===== src/rtl/systolic_scheduler_if.sv =====
// Job/result handshake bundle for the systolic scheduler.
// Job side: in_valid/in_ready/matrix_A/B; result side: out_valid/out_ready/y.
interface systolic_scheduler_if #(
  parameter int N     = 4,
  parameter int DW    = 8,
  parameter int ACC_W = 32
);
  logic                   in_valid;
  logic                   in_ready;
  logic [N*N*DW-1:0]      matrix_A;
  logic [N*N*DW-1:0]      matrix_B;
  logic                   out_valid;
  logic                   out_ready;
  logic [N*N*ACC_W-1:0]   y;

  modport slave (
    input  in_valid, matrix_A, matrix_B, out_ready,
    output in_ready, out_valid, y
  );

  modport master (
    output in_valid, matrix_A, matrix_B, out_ready,
    input  in_ready, out_valid, y
  );
endinterface


===== src/rtl/systolic_scheduler.sv =====
// Sequencer for the NxN systolic MAC array: latch job, skew-feed, drain, capture.
// Ports: clk, reset, bus (job/result handshake), a_feed/b_feed, pe_clear/pe_en, c_in, busy, done_matrix_mult, jobs_done.
module systolic_scheduler #(
  parameter int N         = 4,
  parameter int DW        = 8,
  parameter int ACC_W     = 32,
  parameter int DRAIN_CYC = 2
) (
  input  logic                 clk,
  input  logic                 reset,
  systolic_scheduler_if.slave  bus,
  output logic [N*DW-1:0]      a_feed,
  output logic [N*DW-1:0]      b_feed,
  output logic                 pe_clear,
  output logic                 pe_en,
  input  logic [N*N*ACC_W-1:0] c_in,
  output logic                 busy,
  output logic                 done_matrix_mult,
  output logic [15:0]          jobs_done
);

  typedef enum logic [2:0] {
    IDLE, CLEAR, FEED, DRAIN, RESULT
  } state_e;

  localparam logic [3:0] FEED_LAST  = 4'(3*N-3);
  localparam logic [3:0] DRAIN_LAST = 4'(DRAIN_CYC-1);

  state_e                state_q, state_d;
  logic [3:0]            cnt_q, cnt_d;
  logic [N*N*DW-1:0]     a_q, b_q;
  logic [N*DW-1:0]       fa_q, fa_d;
  logic [N*DW-1:0]       fb_q, fb_d;
  logic [N*N*ACC_W-1:0]  y_q;
  logic [15:0]           jobs_q;
  logic                  done_q;
  logic                  load, cap, hs;

  // Row i of A enters row i of the array delayed by i cycles.
  function automatic logic [N*DW-1:0] skew_a(
    input logic [N*N*DW-1:0] m,
    input logic [3:0]        t
  );
    logic [N*DW-1:0] r;
    int k;
    r = '0;
    for (int i = 0; i < N; i++) begin
      k = int'(t) - i;
      if (k >= 0 && k < N)
        r[(N-1-i)*DW +: DW] = m[(N*N-1-(i*N+k))*DW +: DW];
    end
    return r;
  endfunction

  // Column j of B enters column j delayed by j cycles.
  function automatic logic [N*DW-1:0] skew_b(
    input logic [N*N*DW-1:0] m,
    input logic [3:0]        t
  );
    logic [N*DW-1:0] r;
    int k;
    r = '0;
    for (int j = 0; j < N; j++) begin
      k = int'(t) - j;
      if (k >= 0 && k < N)
        r[(N-1-j)*DW +: DW] = m[(N*N-1-(k*N+j))*DW +: DW];
    end
    return r;
  endfunction

  // Feeds are registered, so each cycle loads the
  // operands for the step the next state will show.
  always_comb begin
    state_d       = state_q;
    cnt_d         = cnt_q;
    fa_d          = '0;
    fb_d          = '0;
    load          = 1'b0;
    cap           = 1'b0;
    hs            = 1'b0;
    bus.in_ready  = 1'b0;
    bus.out_valid = 1'b0;
    pe_clear      = 1'b0;
    pe_en         = 1'b0;
    unique case (state_q)
      IDLE: begin
        bus.in_ready = 1'b1;
        if (bus.in_valid) begin
          load    = 1'b1;
          cnt_d   = '0;
          state_d = CLEAR;
        end
      end
      CLEAR: begin
        pe_clear = 1'b1;
        cnt_d    = '0;
        fa_d     = skew_a(a_q, 4'd0);
        fb_d     = skew_b(b_q, 4'd0);
        state_d  = FEED;
      end
      FEED: begin
        pe_en = 1'b1;
        if (cnt_q == FEED_LAST) begin
          cnt_d   = '0;
          state_d = DRAIN;
        end else begin
          cnt_d = cnt_q + 4'd1;
          fa_d  = skew_a(a_q, cnt_q + 4'd1);
          fb_d  = skew_b(b_q, cnt_q + 4'd1);
        end
      end
      DRAIN: begin
        pe_en = 1'b1;
        if (cnt_q == DRAIN_LAST) begin
          cap     = 1'b1;
          cnt_d   = '0;
          state_d = RESULT;
        end else begin
          cnt_d = cnt_q + 4'd1;
        end
      end
      RESULT: begin
        bus.out_valid = 1'b1;
        if (bus.out_ready) begin
          hs      = 1'b1;
          state_d = IDLE;
        end
      end
      default: begin
        cnt_d   = '0;
        state_d = IDLE;
      end
    endcase
  end

  always_ff @(posedge clk) begin
    if (reset) begin
      state_q <= IDLE;
      cnt_q   <= '0;
      a_q     <= '0;
      b_q     <= '0;
      fa_q    <= '0;
      fb_q    <= '0;
      y_q     <= '0;
      jobs_q  <= '0;
      done_q  <= 1'b0;
    end else begin
      state_q <= state_d;
      cnt_q   <= cnt_d;
      fa_q    <= fa_d;
      fb_q    <= fb_d;
      done_q  <= hs;
      if (load) begin
        a_q <= bus.matrix_A;
        b_q <= bus.matrix_B;
      end
      if (cap) y_q <= c_in;
      if (hs) jobs_q <= jobs_q + 16'd1;
    end
  end

  assign a_feed           = fa_q;
  assign b_feed           = fb_q;
  assign bus.y            = y_q;
  assign busy             = (state_q != IDLE);
  assign done_matrix_mult = done_q;
  assign jobs_done        = jobs_q;

endmodule

===== src/flat_wrapper.sv =====
// flat-port wrapper written by rule: the top's interface ports become plain ports
module systolic_scheduler_flat 
#(
  parameter int N         = 4,
  parameter int DW        = 8,
  parameter int ACC_W     = 32,
  parameter int DRAIN_CYC = 2
)
  (clk, reset, a_feed, b_feed, pe_clear, pe_en, c_in, busy, done_matrix_mult, jobs_done, bus_in_valid, bus_matrix_A, bus_matrix_B, bus_out_ready, bus_in_ready, bus_out_valid, bus_y);
  systolic_scheduler_if #(.N(N), .DW(DW), .ACC_W(ACC_W)) bus_i ();
  input  logic clk;
  input  logic reset;
  output logic [N*DW-1:0] a_feed;
  output logic [N*DW-1:0] b_feed;
  output logic pe_clear;
  output logic pe_en;
  input  logic [N*N*ACC_W-1:0] c_in;
  output logic busy;
  output logic done_matrix_mult;
  output logic [15:0] jobs_done;
  input wire logic [$bits(bus_i.in_valid)-1:0] bus_in_valid;
  input wire logic [$bits(bus_i.matrix_A)-1:0] bus_matrix_A;
  input wire logic [$bits(bus_i.matrix_B)-1:0] bus_matrix_B;
  input wire logic [$bits(bus_i.out_ready)-1:0] bus_out_ready;
  output wire logic [$bits(bus_i.in_ready)-1:0] bus_in_ready;
  output wire logic [$bits(bus_i.out_valid)-1:0] bus_out_valid;
  output wire logic [$bits(bus_i.y)-1:0] bus_y;
  assign bus_i.in_valid = bus_in_valid;
  assign bus_i.matrix_A = bus_matrix_A;
  assign bus_i.matrix_B = bus_matrix_B;
  assign bus_i.out_ready = bus_out_ready;
  assign bus_in_ready = bus_i.in_ready;
  assign bus_out_valid = bus_i.out_valid;
  assign bus_y = bus_i.y;
  systolic_scheduler #(.N(N), .DW(DW), .ACC_W(ACC_W), .DRAIN_CYC(DRAIN_CYC)) u_core (.clk(clk), .reset(reset), .bus(bus_i), .a_feed(a_feed), .b_feed(b_feed), .pe_clear(pe_clear), .pe_en(pe_en), .c_in(c_in), .busy(busy), .done_matrix_mult(done_matrix_mult), .jobs_done(jobs_done));
endmodule

===== config.mk =====
export PLATFORM = sky130hd
export DESIGN_NAME = systolic_scheduler_flat
export DESIGN_NICKNAME = d
export VERILOG_FILES = /design/src/rtl/systolic_scheduler_if.sv /design/src/rtl/systolic_scheduler.sv /design/src/flat_wrapper.sv
export SDC_FILE = /design/constraint.sdc
export NUM_CORES = 2
export LEC_CHECK = 0
export BUFFER_PORTS_ARGS = -buffer_cell sky130_fd_sc_hd__buf_4
export CAP_MARGIN = 15
export CORE_AREA = 2 2 537 539
export CTS_BUF_LIST = sky130_fd_sc_hd__clkbuf_8
export DETAILED_ROUTE_END_ITERATION = 10
export DIE_AREA = 0 0 539 541
export PLACE_DENSITY = 0.3
export SYNTH_ARGS = -nofsm -noshare
export SYNTH_HDL_FRONTEND = slang
export SYNTH_SLANG_ARGS = --single-unit

===== constraint.sdc =====
create_clock -name clk -period 8 [get_ports clk]
set_clock_uncertainty 0.1 [all_clocks]
set_input_delay 0.8 -clock clk [delete_from_list [all_inputs] [get_ports clk]]
set_output_delay 0.8 -clock clk [all_outputs]
set_load 0.01 [all_outputs]

==> impl_metrics.env <==
export IMPL_synth_main_ff_cell="dfxtp_1"
export IMPL_cts_setup_buffers=0
export IMPL_drv_cap=0
export IMPL_crit_type="reg2reg"
export IMPL_ys_async_sr_fraction_pct=0
export IMPL_power_mw=12.8
export IMPL_setup_viol=0
export IMPL_grt_overflow_total=0
export IMPL_coreArea_mm2=0.286
export IMPL_io_pins=1370
export IMPL_cts_sinks=856
export IMPL_cts_made_buffers=183
export IMPL_final_cells=9952
export IMPL_worstPathMaxFanout=43
export IMPL_start_util_pct=11.5
export IMPL_drt_initial_drc_count=2089
export IMPL_slew_violations=0
export IMPL_area_growth_synth_to_final_pct=76.6
export IMPL_grt_max_degree=184
export IMPL_post_dp_cell_area_mm2=0.0471
export IMPL_dieHeight_um=541
export IMPL_wl_per_cell_um=24.3
export IMPL_drive_gt1_share_pct=29.2
export IMPL_synth_common_cells="nand2_1, dfxtp_1, a21oi_1"
export IMPL_power_frac_comb_pct=23.5
export IMPL_p_leak_nw=22.9
export IMPL_vias_per_cell=3.73
export IMPL_synth_most_common_cell="nand2_1"
export IMPL_slowest_stage="ha_1"
export IMPL_whs_ns=0.156
export IMPL_peakVddDrop_mv=0.191
export IMPL_clk_latency_ns=0.94
export IMPL_clk_pin_slew_ns=0.07
export IMPL_ant_nets=0
export IMPL_synth_seq_area_share_pct=51.8
export IMPL_post_place_cells=8839
export IMPL_antenna_found_initial=116
export IMPL_synthCells=3959
export IMPL_switching_share_pct=33.4
export IMPL_status="finished clean"
export IMPL_syn_cell_area_mm2=0.0331
export IMPL_fmax_mhz=219
export IMPL_worst_pin_slew_ns=1.25
export IMPL_syn_num_nets=4746
export IMPL_dp_hpwl_mm=190
export IMPL_row_count=197
export IMPL_synth_edf_count=0
export IMPL_dr_pass1_iters=6
export IMPL_seq_power_share_pct=38.2
export IMPL_hp_class="in2reg"
export IMPL_fin_area_mm2=0.0584
export IMPL_cts_tree="built"
export IMPL_max_slew_margin_pct=16.4
export IMPL_die_w_um=539
export IMPL_htreeDepth=4
export IMPL_crit_path_end_kind="flop"
export IMPL_rsz0062_at_grt="false"
export IMPL_io_buffers=1369
export IMPL_p_per_area_mw_per_mm2=220
export IMPL_cts_buffer_depth=4
export IMPL_drc_errors=0
export IMPL_startpoint_type="flop"
export IMPL_grt_pass1_wl_mm=326
export IMPL_intPower_mw=8.55
export IMPL_drt_total_wl_mm=242
export IMPL_fin_crit_ns=4.58
export IMPL_worstPathRequired_ns=8.71
export IMPL_finalSetupTns_ns=0
export IMPL_grt_pass1_vias=38200
export IMPL_cp_cell_sequence="inv_1 -> ha_4 -> inv_1 -> ha_1 -> buf_4 -> mux4_2 -> mux4_2 -> and2b_1"
export IMPL_track_usage_pct=15.9
export IMPL_die_area_mm2=0.292
export IMPL_syn_area_per_cell_um2=8.35
export IMPL_vias=37200
export IMPL_cp_arrival_ns=5.28
export IMPL_yosys_area_top_type_share_pct=51.8
export IMPL_timing_hold_violations_final=0
export IMPL_synth_cell_type_count=60
export IMPL_nets=6778
export IMPL_synth_area_leader_cell="dfxtp_1"
export IMPL_rrSetupSlack_ns=3.42
export IMPL_switching_power_mw=4.29
export IMPL_root_buffer="clkbuf_8"
export IMPL_synth_warnings=0
export IMPL_ys_ff_latch=856
export IMPL_clockPowerShare_pct=38.3
export IMPL_gp_congestion=0.934
export IMPL_slowest_delay_ns=0.73
export IMPL_synth_area_top_cells="dfxtp_1, nand2_1, a21oi_1"
export IMPL_finalCritPeriodShare_pct=57.2
==> state kept, by name, summed over array words and instances, names as in the netlist <==
register,flops
u_core.a_feed,32
u_core.a_q,128
u_core.b_feed,32
u_core.b_q,128
u_core.bus.y,512
u_core.cnt_q,4
u_core.done_matrix_mult,1
u_core.jobs_done,16
u_core.state_q,3
==> layout make-up <==
cell class	count	area, µm²
multi-input cells	2779	14500
clock inverters	84	487
inverters	14	52.6
diodes	54	135
flip-flops and latches	856	17100
clock buffers	227	3120
well taps	3781	4730
repair buffers	2157	18200
fillers	32300	228000
==> cells in the final DEF, fill, tap and decap left out, types with 5 or more instances in the layout <==
master / n
mux2i_1: 26
a21oi_1: 779
nor2_1: 39
xnor2_1: 6
mux4_2: 106
buf_4: 1401
and2b_1: 5
xor2_1: 10
clkbuf_8: 227
clkinv_2: 9
a22oi_1: 11
buf_12: 7
o211ai_1: 12
o21ai_0: 27
nand2_1: 1587
a32o_1: 6
nor2b_1: 36
and2_1: 5
o22ai_1: 8
inv_1: 73
dfxtp_1: 855
a211oi_1: 11
nand3_1: 20
dlygate4sd3_1: 748
nand4_1: 9
ha_1: 14
diode_2: 54
nor3_1: 5
nand2b_1: 5
==> kinds of logic after synthesis <==
group / synth area share (%)
AO/OA/AOI/OAI: 13.9
XOR/XNOR: 0.605
adder cells (fa/ha/maj): 0.568
buffers and inverters: 4.28
flip-flops: 51.8
multiplexers: 8.20
AND/OR/NAND/NOR: 20.6
==> power groups by stage <==
stage	clock network, mW	registers [mW]	logic, mW
after floorplan	0	4.83	1.61
after global placement	0	4.98	2.71
after detailed placement	0	4.99	2.71
after CTS	5.19	4.90	3.09
after global routing	5.36	4.93	3.28
final	4.92	4.90	3.02
==> critical path, delay by kind of cell (launching register included) <==
family                   cells  cell delay [ns]
buffers and inverters        3             1.45
adder cells (fa/ha/maj)      2             1.37
multiplexers                 2             0.99
flip-flops                   1             0.34
AND/OR/NAND/NOR              1             0.16
==> layer usage <==
metal	vias to the layer above	GRT usage (%)	part of all wire (%)
li1	17300	-	-
met1	18000	19.4	42
met2	1460	25.8	46
met3	347	6.74	9.9
met4	62	3.80	2.4
met5	-	0	0.17
==> repair_timing <==
item | CTS | global route
hold buffers | 748 | 0
endpoints found under the hold margin | 748 | 0
gates resized for setup | 0 | 0
==> final timing paths <==
| kind | startpoint | end | cells after the start |
|---|---|---|---|
| max | u_core.cnt_q[0] | u_core.a_feed[15] | 8 |
| min | bus_matrix_A[117] | u_core.a_q[117] | 3 |
| max reg2reg | u_core.cnt_q[0] | u_core.a_feed[15] | 8 |
| min reg2reg | u_core.b_q[119] | u_core.b_q[119] | 2 |
==> per-stage QoR <==
| step | setup slack, ns | utilization (%) |
|---|---|---|
| 3_3_place_gp | 3.41 | 16.5 |
| 2_1_floorplan | 3.95 | - |
| 3_5_place_dp | 3.33 | 16.5 |
| 6_report | 3.42 | 20.4 |
| 5_1_grt | 3.11 | 20.4 |
| 4_1_cts | 3.24 | 20.3 |
Power figures use the tool's default switching activity.
